**src/rtl/imem_loader_pkg.sv**
```systemverilog
// rtl/imem_loader_pkg.sv - shared state encoding and word-packing constants for imem_loader
// Contents: loader_state_t (FSM states), BYTES_PER_WORD, BYTE_CNT_W.
package imem_loader_pkg;

    typedef enum logic [2:0] {
        IDLE  = 3'd0,
        RECV  = 3'd1,
        WRITE = 3'd2,
        CHECK = 3'd3,
        ERROR = 3'd4,
        DONE  = 3'd5
    } loader_state_t;

    localparam int BYTES_PER_WORD = 4;
    localparam int BYTE_CNT_W     = 2;

endpackage

```
**src/rtl/imem_loader_word_assembler.sv**
```systemverilog
// rtl/imem_loader_word_assembler.sv - packs accepted bytes little-endian into a 32-bit word
// Ports:
//   clk, reset      clock and synchronous active-high reset
//   clear           discard the partial word and restart at lane 0
//   accept          a byte is transferred this cycle
//   byte_in         byte being transferred
//   word_next       assembled word including the byte transferred this cycle
//   word_full       strobe: this transfer fills the top lane
module loader_word_assembler
    import imem_loader_pkg::*;
(
    input  logic                        clk,
    input  logic                        reset,
    input  logic                        clear,
    input  logic                        accept,
    input  logic [7:0]                  byte_in,
    output logic [8*BYTES_PER_WORD-1:0] word_next,
    output logic                        word_full
);

    logic [7:0]            lane [BYTES_PER_WORD];
    logic [BYTE_CNT_W-1:0] byte_cnt;

    always_ff @(posedge clk) begin
        if (reset || clear) begin
            for (int i = 0; i < BYTES_PER_WORD; i++) begin
                lane[i] <= '0;
            end
            byte_cnt <= '0;
        end else if (accept) begin
            lane[byte_cnt] <= byte_in;
            byte_cnt       <= byte_cnt + BYTE_CNT_W'(1);
        end
    end

    // Merge the in-flight byte so the word can be captured on the same edge
    // that fills its last lane.
    always_comb begin
        word_next = '0;
        for (int i = 0; i < BYTES_PER_WORD; i++) begin
            word_next[8*i +: 8] = (accept && (byte_cnt == BYTE_CNT_W'(i))) ? byte_in : lane[i];
        end
    end

    assign word_full = accept && (byte_cnt == BYTE_CNT_W'(BYTES_PER_WORD - 1));

endmodule

```
**src/rtl/imem_loader.sv**
```systemverilog
// rtl/imem_loader.sv - byte-stream loader that writes instruction memory and holds the core in reset
// Optional checksum stage: IMEM_LOADER_CHECKSUM_EN
// Ports:
//   CLK, reset              clock and synchronous active-high reset
//   load_start, load_words  begin a load of load_words words (sampled in IDLE)
//   byte_in, byte_valid     byte stream in; byte_ready accepts it
//   imem_we, imem_addr      single-cycle write strobe, word-aligned byte address
//   imem_wd                 write data
//   cpu_reset               holds the core in reset while loading
//   load_done, load_error   completion pulse, checksum failure flag
module imem_loader
    import imem_loader_pkg::*;
#(
    parameter int ADDR_W  = 6,
    parameter int IMEM_AW = 32
) (
    input  logic               CLK,
    input  logic               reset,
    input  logic               load_start,
    input  logic [ADDR_W:0]    load_words,
    input  logic [7:0]         byte_in,
    input  logic               byte_valid,
    output logic               byte_ready,
    output logic               imem_we,
    output logic [IMEM_AW-1:0] imem_addr,
    output logic [31:0]        imem_wd,
    output logic               cpu_reset,
    output logic               load_done,
    output logic               load_error
);

    localparam logic [ADDR_W:0] MAX_WORDS = (ADDR_W+1)'(1 << ADDR_W);

    loader_state_t   state;
    loader_state_t   next_state;
    logic [ADDR_W:0]   count;
    logic [ADDR_W-1:0] word_idx;
    logic              start_load;
    logic              xfer;
    logic              accept;
    logic              word_full;
    logic              last_word;
    logic [31:0]       word_next;

`ifdef IMEM_LOADER_CHECKSUM_EN
    logic [7:0]        checksum;
`endif

    assign xfer      = byte_valid && byte_ready;
    // The checksum byte arrives in CHECK and must not enter the data word.
    assign accept    = xfer && (state == RECV);
    assign last_word = ({1'b0, word_idx} == (count - (ADDR_W+1)'(1)));

    loader_word_assembler u_asm (
        .clk       (CLK),
        .reset     (reset),
        .clear     (start_load),
        .accept    (accept),
        .byte_in   (byte_in),
        .word_next (word_next),
        .word_full (word_full)
    );

    always_ff @(posedge CLK) begin
        if (reset) begin
            state <= IDLE;
        end else begin
            state <= next_state;
        end
    end

    always_comb begin
        next_state = state;
        start_load = 1'b0;
        case (state)
            IDLE: begin
                if (load_start && (load_words != '0)) begin
                    start_load = 1'b1;
                    next_state = RECV;
                end
            end
            RECV: begin
                if (word_full) begin
                    next_state = WRITE;
                end
            end
            WRITE: begin
                if (last_word) begin
`ifdef IMEM_LOADER_CHECKSUM_EN
                    next_state = CHECK;
`else
                    next_state = DONE;
`endif
                end else begin
                    next_state = RECV;
                end
            end
`ifdef IMEM_LOADER_CHECKSUM_EN
            CHECK: begin
                if (xfer) begin
                    next_state = (byte_in == checksum) ? DONE : ERROR;
                end
            end
            ERROR: begin
                if (load_start && (load_words != '0)) begin
                    start_load = 1'b1;
                    next_state = RECV;
                end
            end
`endif
            DONE: begin
                next_state = IDLE;
            end
            default: begin
                next_state = IDLE;
            end
        endcase
    end

    // Outputs are registered from next_state so they line up with the state
    // they belong to without any combinational path to the pins.
    always_ff @(posedge CLK) begin
        if (reset) begin
            byte_ready <= 1'b0;
            imem_we    <= 1'b0;
            imem_addr  <= '0;
            imem_wd    <= '0;
            cpu_reset  <= 1'b1;
            load_done  <= 1'b0;
            count      <= '0;
            word_idx   <= '0;
        end else begin
            byte_ready <= (next_state == RECV) || (next_state == CHECK);
            imem_we    <= (next_state == WRITE);
            load_done  <= (next_state == DONE);
            cpu_reset  <= (next_state != IDLE);

            if (start_load) begin
                count    <= (load_words > MAX_WORDS) ? MAX_WORDS : load_words;
                word_idx <= '0;
            end

            if ((state == RECV) && word_full) begin
                imem_addr <= IMEM_AW'({word_idx, 2'b00});
                imem_wd   <= word_next;
            end

            if (state == WRITE) begin
                word_idx <= word_idx + ADDR_W'(1);
            end
        end
    end

`ifdef IMEM_LOADER_CHECKSUM_EN
    always_ff @(posedge CLK) begin
        if (reset) begin
            checksum   <= '0;
            load_error <= 1'b0;
        end else begin
            load_error <= (next_state == ERROR);
            if (start_load) begin
                checksum <= '0;
            end else if (accept) begin
                checksum <= checksum + byte_in;
            end
        end
    end
`else
    assign load_error = 1'b0;
`endif

endmodule
```
**config.mk**
```make
export PLATFORM = sky130hd
export DESIGN_NAME = imem_loader
export DESIGN_NICKNAME = d
export VERILOG_FILES = /design/src/rtl/imem_loader_pkg.sv /design/src/rtl/imem_loader_word_assembler.sv /design/src/rtl/imem_loader.sv
export SDC_FILE = /design/constraint.sdc
export NUM_CORES = 1
export LEC_CHECK = 0
export CAP_MARGIN = 20
export CELL_PAD_IN_SITES_DETAIL_PLACEMENT = 1
export CELL_PAD_IN_SITES_GLOBAL_PLACEMENT = 1
export CORE_AREA = 2 2 95 97
export CTS_CLUSTER_DIAMETER = 120
export DETAILED_ROUTE_END_ITERATION = 10
export DIE_AREA = 0 0 97 99
export DONT_BUFFER_PORTS = 1
export GPL_TIMING_DRIVEN = 0
export PLACE_DENSITY_LB_ADDON = 0.1
export SLEW_MARGIN = 40
export SYNTH_ARGS = -nofsm -noshare
export SYNTH_HDL_FRONTEND = slang
export SYNTH_SLANG_ARGS = --single-unit
export TNS_END_PERCENT = 30
```
**constraint.sdc**
```tcl
create_clock -name CLK -period 3.2 [get_ports CLK]
set_clock_uncertainty 0.2 [all_clocks]
set_input_delay 0.96 -clock CLK [delete_from_list [all_inputs] [get_ports CLK]]
set_output_delay 0.96 -clock CLK [all_outputs]
set_load 0.005 [all_outputs]
```
==> flow_summary_export.csv <==
group,metric,value,unit
status,status,"finished clean",
timing,tightest_slew,0.723,ns
clocking,post_cts_buffers,0,
synthesis,synth-async-reset-ratio,0,%
clocking,clock-sinks,92,
finish,layout_common_cells,"nand2_1 (73), dfxtp_1 (60), a21oi_1 (36), edfxtp_1 (32)",
finish,final_core_util,51.1,%
clocking,cts_tree,"yes",
timing,max_freq,0.330,GHz
placed_design,postPlaceCellArea,4170,sq um
timing,fin_crit_sh,94.6,%
global_routing,grt.total_usage,19.5,%
synthesis,synthAdderAreaFrac,0.954,%
timing,finalSetupTns,0,ns
synthesis,synth_xor_area_share,2.00,%
global_routing,gr-usage-met3,6.10,%
synthesis,ys.warnings.count,0,
synthesis,synth_top_family_by_area,"simple AND/OR/NAND/NOR gates",
synthesis,synth.top_cells.by_area,"dfxtp_1 (31%), edfxtp_1 (24%), nand2_1 (7.0%), buf_4 (5.3%), a21oi_1 (4.6%)",
min_path,min_path_type,"flop to flop",
drt,first_pass_iters,4,
drt,totalWireLength,9.10,mm
timing,worst_hold_slack,0.279,ns
critical_path,path_delay_family,"simple AND/OR/NAND/NOR gates",
synthesis,synth.top_cell.area_share,30.5,%
placed_design,dp.cells,541,
synthesis,yosys.area.top_type,"dfxtp_1",
clocking,cts_resized,0,
critical_path,critPathMaxStageDelay,0.55,ns
synthesis,ys_seq_area_share,54.9,%
clocking,clock-root-buffer,"clkbuf_8",
placed_design,io_buffer_count,0,
placed_design,dp_hpwl,6.76,mm
synthesis,ys_seq_elements,92,
pwr,power,2.18,mW
floorplanning,start_util,46.0,%
finish,nNetsFinal,466,
finish,final_cells,557,
placed_design,place_ws,-0.209,ns
critical_path,start_kind,"input port",
finish,fillers,998,
global_routing,top_usage_layer,"met2",
global_routing,grt_pass1_vias,2939,
finish,syn2layout_area_growth,11.1,%
timing,hold_viol_final,0,
synthesis,synth-edff-count,32,
global_routing,use_met2,31.9,%
synthesis,ys.flop_type,"dfxtp_1",
drt,drt_iter0_markers,40,
drt,vias_per_cell,5.19,
synthesis,synth.avg_cell_area,9.67,sq um
finish,drive_gt1_share,12.5,%
critical_path,critical_path.most_common_cell,"nand2b_1",
global_routing,grt_max_degree,17,
placed_design,place.gp.congestion,0.782,
finish,final_common_cell,"nand2_1",
synthesis,synth-simple-area-share,22.0,%
critical_path,path_max_fanout,9,
pwr,p_leak,1.63,nW
synthesis,syn_inst,407,
timing,setup_viol,0,
global_routing,grt_overflow,0,
drt,routed-via-count,2892,
floorplanning,rows,34,
global_routing,use_met1,24.3,%
drt,wl_per_cell,16.3,um
finish,diodes,0,
run,maxCapViolCount,0,
critical_path,path_buf_inv,0,
drt,ant_nets,0,
critical_path,cp_slowest_cell,"or4_4",
global_routing,grt_pass1_wl,14.7,mm
floorplanning,io_pins,88,
critical_path,path_cells,"or4_4 > o41ai_2 > nand2b_1 > nor3_2 > nand2b_1",
global_routing,antenna_found_initial,0,
floorplanning,die_area,9600,sq um
timing,fin_ws,0.173,ns
clocking,htree_levels,3,
clocking,clk_path_buf_depth,2,
synthesis,synthMuxAreaShare,2.03,%
synthesis,synth_compound_area_share,10.5,%
timing,final.min_clock_period,3.03,ns
synthesis,synth.distinct_cells,47,
floorplanning,die_w,97,um
synthesis,syn_area,3940,sq um
finish,finish.instance_area,4370,sq um
floorplanning,die_y,99,um
timing,finalMaxSlewViolations,0,
critical_path,cp.required,3.03,ns
drt,drc_errors,0,
timing,relSlewSlack,51.5,%
critical_path,endpoint_kind,"flop",
pwr,powerDensity,498,nW/um^2
critical_path,crit_type,"input port to flop",
critical_path,ff2ff_setup_slack,0.63,ns
pwr,peakVddDrop,0.000225,V
clocking,path_clk_slew,0.09,ns
clocking,numCtsBuffers,9,
clocking,hold_buffers,0,
timing,rsz0062_at_grt,"no",
clocking,insertion_delay,0.37,ns
floorplanning,core,8550,sq um
critical_path,arrival,2.85,ns
worst register-to-register path, stage by stage, from the launching register on:
cell and delay [ns]:
dfxtp_1 0.39, nor4b_1 0.51, o41ai_2 0.19, buf_4 0.22, and2b_2 0.24, buf_2 0.18
nand2_1 0.31
per-layer routing:
metal | vias up | wire length, um
met5 | - | 0
met4 | 0 | 176
met3 | 18 | 648
met2 | 88 | 4150
met1 | 1369 | 4130
li1 | 1417 | -
layout make-up:
type	count	area, sq um	area share [%]
clock inverters	7	75.1	1.72
clock buffers	9	124	2.83
well taps	108	135	3.09
plain buffers	48	289	6.61
inverters	2	7.51	0.172
multi-input cells	291	1580	36.1
flip-flops and latches	92	2160	49.4
path summary, 6_finish.rpt:
check | from | endpoint | cells after the start
min reg2reg | imem_addr[3]$_SDFFE_PP0P_ | imem_addr[3]$_SDFFE_PP0P_ | 2
max | load_words[2] | u_asm.lane[2][2]$_SDFFCE_PN0P_ | 5
max reg2reg | state[1]$_SDFF_PP0_ | u_asm.lane[1][4]$_SDFFCE_PN0P_ | 6
min | imem_addr[3]$_SDFFE_PP0P_ | imem_addr[3]$_SDFFE_PP0P_ | 2
synth_stat cells, types with 2 or more instances:
cell      instances
nand2_1          73
nor2_1           28
nand2b_1          3
nor3_1            6
nor4_1            2
ha_1              3
nand4_1           2
a21oi_1          36
nand3_1          10
and3_1           10
or3_1             3
xnor2_1           5
a31oi_1           3
o21ai_0           6
inv_1             2
buf_1             5
buf_4            28
xor2_1            4
a211oi_1          8
and2_1           28
edfxtp_1         32
mux2i_1           8
buf_2             3
a22oi_1           6
dfxtp_1          60
clkbuf_1         12
cells by family (layout without fill, tap and decap cells):
family	Yosys count	count (layout)
multiplexers	8	8
AND/OR/NAND/NOR	177	177
buffers and inverters	50	66
flip-flops	92	92
AO/OA/AOI/OAI	67	67
other	1	27
XOR/XNOR	9	9
adder cells (fa/ha/maj)	3	3
where the power goes:
group / internal [mW] / switching, mW
clock network: 0.364 / 0.435
logic: 0.0524 / 0.0709
registers: 1.24 / 0.0161
total: 1.65 / 0.522
sequential cells by signal (all words and copies together) (netlist names):
| register | cells |
|---|---|
| byte_ready | 1 |
| count | 7 |
| cpu_reset | 1 |
| imem_addr | 6 |
| imem_wd | 32 |
| imem_we | 1 |
| load_done | 1 |
| state | 3 |
| u_asm.byte_cnt | 2 |
| u_asm.lane | 32 |
| word_idx | 6 |
(Power assumes the default switching activity.)
==> patch, RTL diff (same flow settings) <==
Set the package constant `BYTE_CNT_W` to 4 (it was 2).
--- a/src/rtl/imem_loader_pkg.sv
+++ b/src/rtl/imem_loader_pkg.sv
@@ -12,7 +12,7 @@
     } loader_state_t;
 
     localparam int BYTES_PER_WORD = 4;
-    localparam int BYTE_CNT_W     = 2;
+    localparam int BYTE_CNT_W     = 4;
 
 endpackage
 
Check against the original RTL: same outputs for any inputs over 10 cycles, from zero or initial values and one cycle with reset high; that may be too few to reach the edited logic, so the function may still have changed.
==> patch against the original RTL <==
Total power grew 4.5%; sequential cell count grew 2; worst setup slack gained 0.098 ns; final area grew 2.8%; count of clock-buffer cells in the layout is the same; sequential share of layout area shrank 0.44 points; via count shrank 0.41%; routed wire length grew 0.74%; clock power grew 8.8%; synthesized area grew 2.7%; synthesized cell count is the same.
==> patch: results <==
[power]
p_switching_mw = 0.5146
p_leak_nw = 1.734
powerComb_mw = 0.128
switching_share_pct = 22.62
ir_drop_v = 0.0001668
pwr-share-clk_pct = 38.2

[layout]
reg_top3 = "imem_wd: 32 flops, u_asm.lane: 32 flops, count: 7 flops"
drive_above_1_share_pct = 15.14
nFillCells = 995

[timing]
worstMarginPinSlew_ns = 0.6065

[clock_network]
clk_path_buf_depth = 2
cts_resized = 0
clk_latency_ns = 0.35
clockRootBuffer = "clkbuf_8"
clkTransAtPathRegs_ns = 0.09
cts_buffers = 9

[logic_synthesis]
ys_seq_area_share_pct = 54.49
synthXorXnorAreaFrac_pct = 2.384
yosysWarnings = 0
synth_area_leaders = "dfxtp_1 31%, edfxtp_1 24%, nand2_1 6.4%, buf_4 5.6%, and2_1 4.6%"
synth_edf_count = 32
yosys.cell_types.count = 46
synthTopCellsByCount = "69 x nand2_1, 62 x dfxtp_1, 37 x a21oi_1"
synth-adder-area-share_pct = 0.9288
ys.flop_type = "dfxtp_1"
synth-compound-area-share_pct = 11.55
muxShareOfSynthArea_pct = 0

[critical_path]
max_stage_delay_ns = 0.57
crit_family = "simple AND/OR/NAND/NOR gates"
slowest_stage = "or4_4"
cp.arrival_ns = 2.77

[global_route]
grt_pass1_vias = 2971
grt_antenna_before_repair = 0
grt.total_usage_pct = 19.72
grt_first_pass_wirelength_um = 15040
grt_max_degree = 17

[drt]
viasPerCell = 5.171
first_pass_iters = 4
drt_iter0_drc = 73
routed_wirelength_um = 9168

[outcome]
outcome = "completed"

[placement]
place.gp.congestion = 0.8615
portBuffers = 0
dpl-instance-area_sq_mm = 0.004274
hpwl_um = 6838
==> patch: path summary, 6_finish.rpt <==
check,start,to,slack [ns],cells past startpoint
worst min register to register,imem_wd[9],imem_wd[9],0.28,2
worst min-delay path,imem_wd[9],imem_wd[9],0.28,2
worst max-delay path,load_words[0],u_asm.lane[2][3],0.27,5
worst max register to register,state[0],u_asm.lane[2][3],0.60,6
==> patch: routing by layer <==
metal	share of wire (%)	global-route usage, %	up-vias
li1	-	-	1417
met1	45	25.92	1370
met2	48	32.00	84
met3	6.4	5.106	9
met4	1.1	6.501	0
met5	0	0	-
==> patch: final cells by class <==
cell class	count	area share (%)
sequential	94	49.00
multi-input combinational	288	36.08
buffer	47	6.682
tap	108	3.007
clock buffer	9	2.756
clock inverter	7	2.144
inverter	4	0.3341
==> patch: kinds of logic (layout without fill, tap and decap cells) <==
kind of cell | Yosys count | after routing
compound gates | 67 | 67
xor+xnor | 11 | 11
fa+ha+maj | 3 | 3
buf+inv | 51 | 67
flops | 94 | 94
other cells | 1 | 27
simple gates | 180 | 180
==> patch: worst register-to-register path: cells and delay by family (launching register included) <==
| family | cells | cell delay (ns) |
|---|---|---|
| simple gates | 5 | 1.51 |
| buf+inv | 1 | 0.17 |
| flops | 1 | 0.40 |
==> patch: per-stage QoR <==
step / utilization [%] / hold slack [ns] / setup WS, ns / cells / TNS (ns)
after floorplan: - / 0.2527 / 0.2275 / 433 / 0
after global placement: 49.99 / 0.2631 / -0.07222 / 541 / -0.5743
after detailed placement: 49.99 / 0.2679 / -0.1043 / 541 / -0.8313
after CTS: 52.56 / 0.2808 / 0.2789 / 557 / 0
after global routing: 52.56 / 0.2996 / 0.2214 / 557 / 0
final: 52.56 / 0.2752 / 0.2718 / 557 / 0
